$ cat src/rtl/fetch_pkg.sv
// Shared types and helpers for the instruction fetch sequencer.
// Addresses are handled as 64-bit here; narrower users truncate on the way back.
package fetch_pkg;

    typedef enum logic [1:0] {
        FETCH = 2'd0,
        HOLD  = 2'd1,
        HALT  = 2'd2
    } fetch_state_e;

    localparam int INST_BYTES = 4;

    function automatic logic [63:0] align4(input logic [63:0] addr);
        return {addr[63:2], 2'b00};
    endfunction

endpackage

$ cat src/rtl/inst_fetch_ctrl.sv
// Byte-serial instruction fetch: reads four bytes little-endian from the instruction
// memory, presents the assembled word to decode over valid/ready, handles branch and halt.
//
// state | meaning
// FETCH | reading byte lane byte_cnt at pc + byte_cnt
// HOLD  | instruction valid, waiting for decode to accept
// HALT  | pc at or beyond end of memory, idle until branch or reset
module inst_fetch_ctrl
    import fetch_pkg::*;
#(
    parameter int                ADDR_W    = 64,
    parameter int unsigned       MEM_BYTES = 16,
    parameter logic [ADDR_W-1:0] RESET_PC  = '0
) (
    input  logic              clk,
    input  logic              reset,
    output logic [ADDR_W-1:0] mem_addr,
    input  logic [7:0]        mem_rdata,
    input  logic              branch_valid,
    input  logic [ADDR_W-1:0] branch_target,
    output logic              inst_valid,
    input  logic              inst_ready,
    output logic [31:0]       instruction,
    output logic [ADDR_W-1:0] inst_pc,
    output logic              halted
);

    localparam logic [ADDR_W-1:0] MEM_LIMIT   = ADDR_W'(MEM_BYTES);
    localparam logic [ADDR_W-1:0] PC_STEP     = ADDR_W'(INST_BYTES);
    localparam logic              RESET_HALT  = (RESET_PC >= MEM_LIMIT);
    localparam fetch_state_e      RESET_STATE = RESET_HALT ? HALT : FETCH;

    fetch_state_e      state_q, state_d;
    logic [ADDR_W-1:0] pc_q, pc_d;
    logic [1:0]        byte_cnt_q, byte_cnt_d;
    // Only lanes 0..2 are stored; lane 3 goes straight from mem_rdata into instruction.
    logic [23:0]       shift_q, shift_d;
    logic [31:0]       instruction_q, instruction_d;
    logic [ADDR_W-1:0] inst_pc_q, inst_pc_d;
    logic              inst_valid_q, inst_valid_d;
    logic              halted_q, halted_d;

    logic [ADDR_W-1:0] pc_plus4;
    logic [ADDR_W-1:0] target_aligned;

    assign pc_plus4       = pc_q + PC_STEP;
    assign target_aligned = ADDR_W'(align4(64'(branch_target)));

    always_comb begin
        state_d       = state_q;
        pc_d          = pc_q;
        byte_cnt_d    = byte_cnt_q;
        shift_d       = shift_q;
        instruction_d = instruction_q;
        inst_pc_d     = inst_pc_q;
        inst_valid_d  = inst_valid_q;

        case (state_q)
            FETCH: begin
                byte_cnt_d = byte_cnt_q + 2'd1;
                case (byte_cnt_q)
                    2'd0: shift_d[7:0]   = mem_rdata;
                    2'd1: shift_d[15:8]  = mem_rdata;
                    2'd2: shift_d[23:16] = mem_rdata;
                    default: begin
                        instruction_d = {mem_rdata, shift_q};
                        inst_pc_d     = pc_q;
                        inst_valid_d  = 1'b1;
                        byte_cnt_d    = 2'd0;
                        state_d       = HOLD;
                    end
                endcase
            end
            HOLD: begin
                if (inst_ready) begin
                    pc_d         = pc_plus4;
                    inst_valid_d = 1'b0;
                    byte_cnt_d   = 2'd0;
                    state_d      = (pc_plus4 >= MEM_LIMIT) ? HALT : FETCH;
                end
            end
            HALT: begin
                inst_valid_d = 1'b0;
                byte_cnt_d   = 2'd0;
            end
            default: begin
                state_d      = RESET_STATE;
                inst_valid_d = 1'b0;
                byte_cnt_d   = 2'd0;
            end
        endcase

        // A redirect overrides everything; a handshake in the same cycle has already
        // been honoured by decode, so dropping inst_valid here loses nothing.
        if (branch_valid) begin
            pc_d         = target_aligned;
            byte_cnt_d   = 2'd0;
            inst_valid_d = 1'b0;
            state_d      = (target_aligned >= MEM_LIMIT) ? HALT : FETCH;
        end
    end

    assign halted_d = (state_d == HALT);

    always_ff @(posedge clk or posedge reset) begin
        if (reset) begin
            state_q       <= RESET_STATE;
            pc_q          <= RESET_PC;
            byte_cnt_q    <= 2'd0;
            shift_q       <= '0;
            instruction_q <= '0;
            inst_pc_q     <= RESET_PC;
            inst_valid_q  <= 1'b0;
            halted_q      <= RESET_HALT;
        end else begin
            state_q       <= state_d;
            pc_q          <= pc_d;
            byte_cnt_q    <= byte_cnt_d;
            shift_q       <= shift_d;
            instruction_q <= instruction_d;
            inst_pc_q     <= inst_pc_d;
            inst_valid_q  <= inst_valid_d;
            halted_q      <= halted_d;
        end
    end

    assign mem_addr    = pc_q + ADDR_W'(byte_cnt_q);
    assign inst_valid  = inst_valid_q;
    assign instruction = instruction_q;
    assign inst_pc     = inst_pc_q;
    assign halted      = halted_q;

endmodule
$ cat config.mk
export PLATFORM = sky130hd
export DESIGN_NAME = inst_fetch_ctrl
export DESIGN_NICKNAME = d
export VERILOG_FILES = /design/src/rtl/fetch_pkg.sv /design/src/rtl/inst_fetch_ctrl.sv
export SDC_FILE = /design/constraint.sdc
export NUM_CORES = 1
export LEC_CHECK = 0
export CORE_ASPECT_RATIO = 0.7
export CORE_MARGIN = 2
export CORE_UTILIZATION = 50
export DETAILED_ROUTE_END_ITERATION = 7
export PLACE_DENSITY = 0.8
export SYNTH_ARGS = -nofsm -noshare
export SYNTH_HDL_FRONTEND = slang
export SYNTH_SLANG_ARGS = --single-unit
export TNS_END_PERCENT = 20
$ cat constraint.sdc
create_clock -name clk -period 6.77 [get_ports clk]
set_input_delay 1.0155 -clock clk [delete_from_list [all_inputs] [get_ports clk]]
set_output_delay 1.0155 -clock clk [all_outputs]
set_load 0.005 [all_outputs]
==> impl_metrics.json, run 1 <==
{
  "outcome": "finished, final reports clean",
  "crit_fanout": 13,
  "synthCells": 976,
  "path_cells": "ha_1 > nand4_1 > nor3_1 > nand4_1 > mux2_2 > nor3_1 > nand3_1 > nor4_2 > a41oi_1",
  "grtUsageTotal_pct": 26.3,
  "synthSimpleGateAreaFrac_pct": 17.2,
  "totalWireLength_mm": 26.9,
  "synthXorXnorAreaFrac_pct": 7.45,
  "skew_ns": 0.0163,
  "hold_viol_final": 0,
  "cts_sinks": 186,
  "synth_fa_ha_area_share_pct": 0.761,
  "clk_path_buf_depth": 2,
  "startpoint_type": "flop",
  "area_delta_synth_final_pct": 27.0,
  "grt_pass1_wl_mm": 42.2,
  "yosys.cell_types.count": 60,
  "cts_resized": 0,
  "cts_root_buffer": "clkbuf_16",
  "synth_edf_count": 0,
  "htreeDepth": 4,
  "rows": 42,
  "antenna_found_initial": 1,
  "final_common_cell": "clkdlybuf4s50_1",
  "critPathCaptureType": "flop",
  "postCtsSetupBuffers": 0,
  "drv_slew": 0,
  "crit_buf_inv": 0,
  "finish.net_count": 1179,
  "drive_gt1_share_pct": 16.2,
  "cp_top_family": "simple AND/OR/NAND/NOR gates",
  "clk_pin_slew_ns": 0.08,
  "fmax_mhz": 282,
  "place_congestion": 0.936,
  "synth.avg_cell_area_um2": 10.1,
  "start_util_pct": 51.6,
  "grt.overflow.total": 0,
  "total_leakage_power_nw": 5.13,
  "post-route-period-util_pct": 52.4,
  "antenna_left": 0,
  "synth_flop_cell": "dfrtp_1",
  "crit_slowest_cell": "nand4_1",
  "grt_max_degree": 130,
  "finalSetupTns_ns": 0,
  "drt-initial-drc-count": 720,
  "setup_violations": 0,
  "layout_common_cells": "clkdlybuf4s50_1, dfrtp_1, mux2_2, nand2_1, o21ai_0",
  "worst_pin_slew_ns": 1.03,
  "syn-cell-area_mm2": 0.00987,
  "numCtsBuffers": 17,
  "worstHoldPathType": "flop to flop",
  "synth_top_family_by_area": "simple AND/OR/NAND/NOR gates",
  "via_count": 7887,
  "cts_hold_buf": 0,
  "ir_drop_uv": 146,
  "critPathKind": "flop to flop",
  "dieWidth_um": 172,
  "cts_tree": "built",
  "yosysSeqAreaShare_pct": 47.2,
  "yosys_warnings": 0,
  "post-route-min-period_ns": 3.55,
  "finalPower_w": 0.00254,
  "drt_first_pass_iters": 6,
  "slew-limit-headroom_pct": 31.5,
  "async_flop_share_pct": 100,
  "port-buffer-count": 233,
  "dpl.hpwl_mm": 19.6,
  "core_area_mm2": 0.0191,
  "synth_compound_area_share_pct": 6.30,
  "dieArea_mm2": 0.0209,
  "arrival_ns": 3.85,
  "die_h_um": 122,
  "clock_latency_ns": 0.44,
  "final_util_pct": 65.5,
  "wl_per_cell_um": 19.5,
  "powerDensity_mw_per_mm2": 203,
  "slowest_delay_ns": 0.68,
  "synth_mux_area_share_pct": 14.1,
  "synth_seq_cells": 186,
  "avgViaCountPerCell": 5.74,
  "r2r_slack_ns": 3.22,
  "cp.required_ns": 7.07,
  "rsz0062_at_grt": "false",
  "cap_violations": 0,
  "io-pin-count": 238,
  "drc": 0,
  "grt_pass1_vias": 7669
}
-- state kept, by name (all words and copies together), names as in the netlist --
signal,flops
byte_cnt_q,2
inst_pc,62
instruction,32
inst_valid,1
state_q,2
halted,1
shift_q,24
pc_q,62
-- path summary, 6_finish.rpt --
| check | endpoint | cells past startpoint | start |
|---|---|---|---|
| setup / recovery | halted | 9 | pc_q[2] |
| hold / removal | instruction[17] | 1 | shift_q[17] |
| setup reg to reg | halted | 9 | pc_q[2] |
| hold reg to reg | instruction[17] | 1 | shift_q[17] |
| max in group asynchronous | pc_q[13] | 3 | reset |
| min in group asynchronous | shift_q[5] | 2 | reset |
-- cell type report --
| type | instances | area (um2) |
|---|---|---|
| Fill cell | 1532 | 6590 |
| Sequential cell | 186 | 4650 |
| Multi-Input combinational cell | 641 | 4530 |
| Timing Repair Buffer | 238 | 2370 |
| Clock buffer | 18 | 439 |
| Tap cell | 264 | 330 |
| Clock inverter | 14 | 154 |
| Inverter | 13 | 56.3 |
| Antenna cell | 1 | 2.50 |
-- kinds of logic (layout without fill, tap and decap cells) --
logic type	count (synthesis)	count (layout)
buf+inv	150	283
fa+ha+maj	6	6
flops	186	186
xor+xnor	84	84
compound gates	103	103
mux	124	124
simple gates	322	322
other cells	1	3
-- Yosys cell counts (all sizes together) (31+ instances only) --
master / n / area, um2
nor4: 31 / 251
xor2: 36 / 315
nand4: 38 / 238
xnor2: 48 / 420
o21ai: 61 / 305
nor2: 44 / 165
clkbuf: 106 / 458
nor3: 31 / 183
mux2: 120 / 1350
nand2: 106 / 400
dfrtp: 186 / 4650
-- per-layer routing --
layer	global-route usage [%]	up-vias	part of all wire, %
met5	0	-	0
met4	6.88	0	1.5
met3	6.66	39	8.9
met2	39.6	357	45
met1	38.0	3882	45
li1	-	3609	-
-- metrics by stage --
stage | cell area (um2) | std cells | setup slack (ns) | hold WS, ns
after global routing | 12500 | 1374 | 3.00 | 0.520
after CTS | 12500 | 1374 | 3.33 | 0.507
after floorplan | 9870 | 977 | 0.697 | 0.475
after global placement | 11900 | 1342 | 3.15 | 0.482
after detailed placement | 11900 | 1342 | 3.12 | 0.491
final | 12500 | 1375 | 3.22 | 0.506
-- power breakdown --
part	internal [W]	switching, W
clock	0.000532	0.000480
sequential	0.00115	0.0000981
combinational	0.000159	0.000121
Power figures use the tool's default switching activity.
==> run 2, diff against run 1 <==
CORE_UTILIZATION = 46   (was 50)
PLACE_DENSITY = 0.78   (was 0.8)
clock period = 2.97 ns   (was 6.77 ns; I/O delays follow)
==> run 2 against run 1 <==
  * Clock skew fell by 0.0047 ns
  * First-iteration DRC count down 6.7%
  * Design area up 5.1%
  * Via count increased by 4.2%
  * Sequential cell count stayed put
  * Die area up 8.4%
  * Critical path depth increased by 1
  * Worst setup slack worse by 3.1 ns
  * Worst hold slack worse by 0.23 ns
  * Highest routed layer unchanged
  * Routed wire length up 6.2%
==> impl_metrics.json, run 2 (same netlist as run 1, synthesis figures left out) <==
{
  "avgViaCountPerCell": 5.62,
  "regToRegEndpoint": "halted",
  "cts_hold_buf": 0,
  "cts_tree": "built",
  "clock_latency_ns": 0.44,
  "path_cells": "ha_1 > nand4_1 > buf_4 > or3_4 > xnor2_1 > or3_1 > nor4_1 > nand3_1 > nor4_2 > a41oi_1",
  "slew-limit-headroom_pct": 60.1,
  "io-pin-count": 238,
  "seq_area_mm2": 0.00465,
  "ir_drop_uv": 396,
  "cap_violations": 0,
  "setup_ws_ns": 0.148,
  "r2r_slack_ns": 0.15,
  "area_delta_synth_final_pct": 33.4,
  "post-route-period-util_pct": 95.0,
  "wl_per_cell_um": 19.5,
  "antenna_found_initial": 1,
  "grt_pass1_vias": 8362,
  "dieArea_mm2": 0.0227,
  "worstHoldPathType": "input pin to asynchronous set/reset pin",
  "skew_ns": 0.0117,
  "outcome": "finished, final reports clean",
  "drt-initial-drc-count": 672,
  "startpoint_type": "flop",
  "cts_resized": 0,
  "arrival_ns": 3.12,
  "via_count": 8215,
  "drive_gt1_share_pct": 21.8,
  "cp_top_family": "simple AND/OR/NAND/NOR gates",
  "htreeDepth": 4,
  "worst_pin_slew_ns": 0.599,
  "numCtsBuffers": 17,
  "critPathKind": "flop to flop",
  "grt_pass1_wl_mm": 45.7,
  "clk_path_buf_depth": 2,
  "post-route-min-period_ns": 2.82,
  "crit_buf_inv": 1,
  "hold_viol_final": 0,
  "stdcell_count": 1463,
  "core_area_mm2": 0.0209,
  "r2r_cells": 10,
  "final_area_mm2": 0.0132,
  "die_h_um": 127,
  "internal-power_w": 0.00421,
  "grt.overflow.total": 0,
  "rsz0062_at_grt": "false",
  "antenna_left": 0,
  "place_congestion": 0.896,
  "finish.net_count": 1255,
  "dpl.hpwl_mm": 21.5,
  "start_util_pct": 47.3,
  "multi_input_area_mm2": 0.00455,
  "final_util_pct": 63.1,
  "clkPwrFrac_pct": 38.7,
  "seqPwrFrac_pct": 46.5,
  "p_switching_w": 0.00167,
  "layout_common_cells": "clkdlybuf4s50_1, dfrtp_1, mux2_2, nand2_1, buf_4",
  "cp.depth": 10,
  "worstSetupStartpoint": "pc_q[2]",
  "slowest_delay_ns": 0.36,
  "dieWidth_um": 179,
  "powerDensity_mw_per_mm2": 446,
  "drc": 0,
  "final_common_cell": "clkdlybuf4s50_1",
  "drv_slew": 0,
  "grtUsageTotal_pct": 26.1,
  "fmax_mhz": 354,
  "p_comb_share_pct": 14.7,
  "switching_share_pct": 28.4,
  "postCtsSetupBuffers": 0,
  "totalWireLength_mm": 28.5,
  "rows": 44,
  "cts_root_buffer": "clkbuf_16",
  "timing.rr.start": "pc_q[2]",
  "clk_pin_slew_ns": 0.08,
  "drt_first_pass_iters": 5,
  "dp_cells": 1430,
  "endpoint": "halted",
  "crit_slowest_cell": "dfrtp_1",
  "crit_fanout": 5,
  "setup_violations": 0,
  "fillers": 1678,
  "cp.required_ns": 3.27,
  "cts_sinks": 186,
  "total_leakage_power_nw": 5.53,
  "port-buffer-count": 233,
  "critPathCaptureType": "flop",
  "preCtsSetupSlack_ns": -0.00836,
  "placed_cell_area_mm2": 0.0126,
  "grt_max_degree": 108
}
[run 2: cell count changes in the layout (fill, tap and decap cells not counted)]
cell | previous run | this run
or3_1 | 5 | 4
nor3_2 | 1 | 3
clkinvlp_4 | 4 | 1
bufinv_16 | 1 | 0
nor3_1 | 28 | 26
inv_6 | 3 | 4
clkinv_8 | 1 | 3
or3_4 | 0 | 1
clkbuf_8 | 1 | 0
buf_12 | 0 | 3
buf_4 | 6 | 79
inv_8 | 4 | 5
clkinv_4 | 2 | 3
[run 2: worst min path at each step]
stage,to,slack [ns],cells past startpoint
2_1_floorplan,shift_q[0],0.47,1
3_3_place_gp,instruction[1],0.48,1
3_5_place_dp,shift_q[16],0.49,1
4_1_cts,inst_pc[36],0.26,2
5_1_grt,inst_pc[44],0.27,2
6_report,inst_pc[44],0.27,2
[run 2: routing by layer]
metal,global-route usage [%],share of wire (%),vias up
met5,0,0,-
met4,7.46,2.2,0
met3,6.18,8.7,48
met2,39.8,44,341
met1,37.2,45,4065
li1,-,-,3761
[run 2: metrics by stage]
step	hold slack, ns	setup TNS [ns]	power (W)
2_1_floorplan	0.475	0	0.00322
3_3_place_gp	0.481	0	0.00362
3_5_place_dp	0.490	-0.0119	0.00364
4_1_cts	0.262	0	0.00591
5_1_grt	0.266	0	0.00612
6_report	0.275	0	0.00588
[run 2: final cells by class]
class	count	area share, %
Clock inverter	15	1.26
Multi-Input combinational cell	641	34.5
Sequential cell	186	35.3
Antenna cell	1	0.0190
Clock buffer	17	3.23
Inverter	13	0.399
Timing Repair Buffer	314	22.6
Tap cell	276	2.62
[run 2: power groups by stage]
stage          logic (W)  registers (W)  clock network [W]
3_5_place_dp    0.000860        0.00278                  0
2_1_floorplan   0.000472        0.00274                  0
4_1_cts         0.000865        0.00273            0.00231
5_1_grt         0.000943        0.00275            0.00242
6_report        0.000867        0.00274            0.00228
3_3_place_gp    0.000845        0.00278                  0
==> run 3, diff against run 2 <==
TNS_END_PERCENT = default   (was 20)
==> results of run 3 <==
The final DEF is identical to that of run 2; final timing and power are the same.
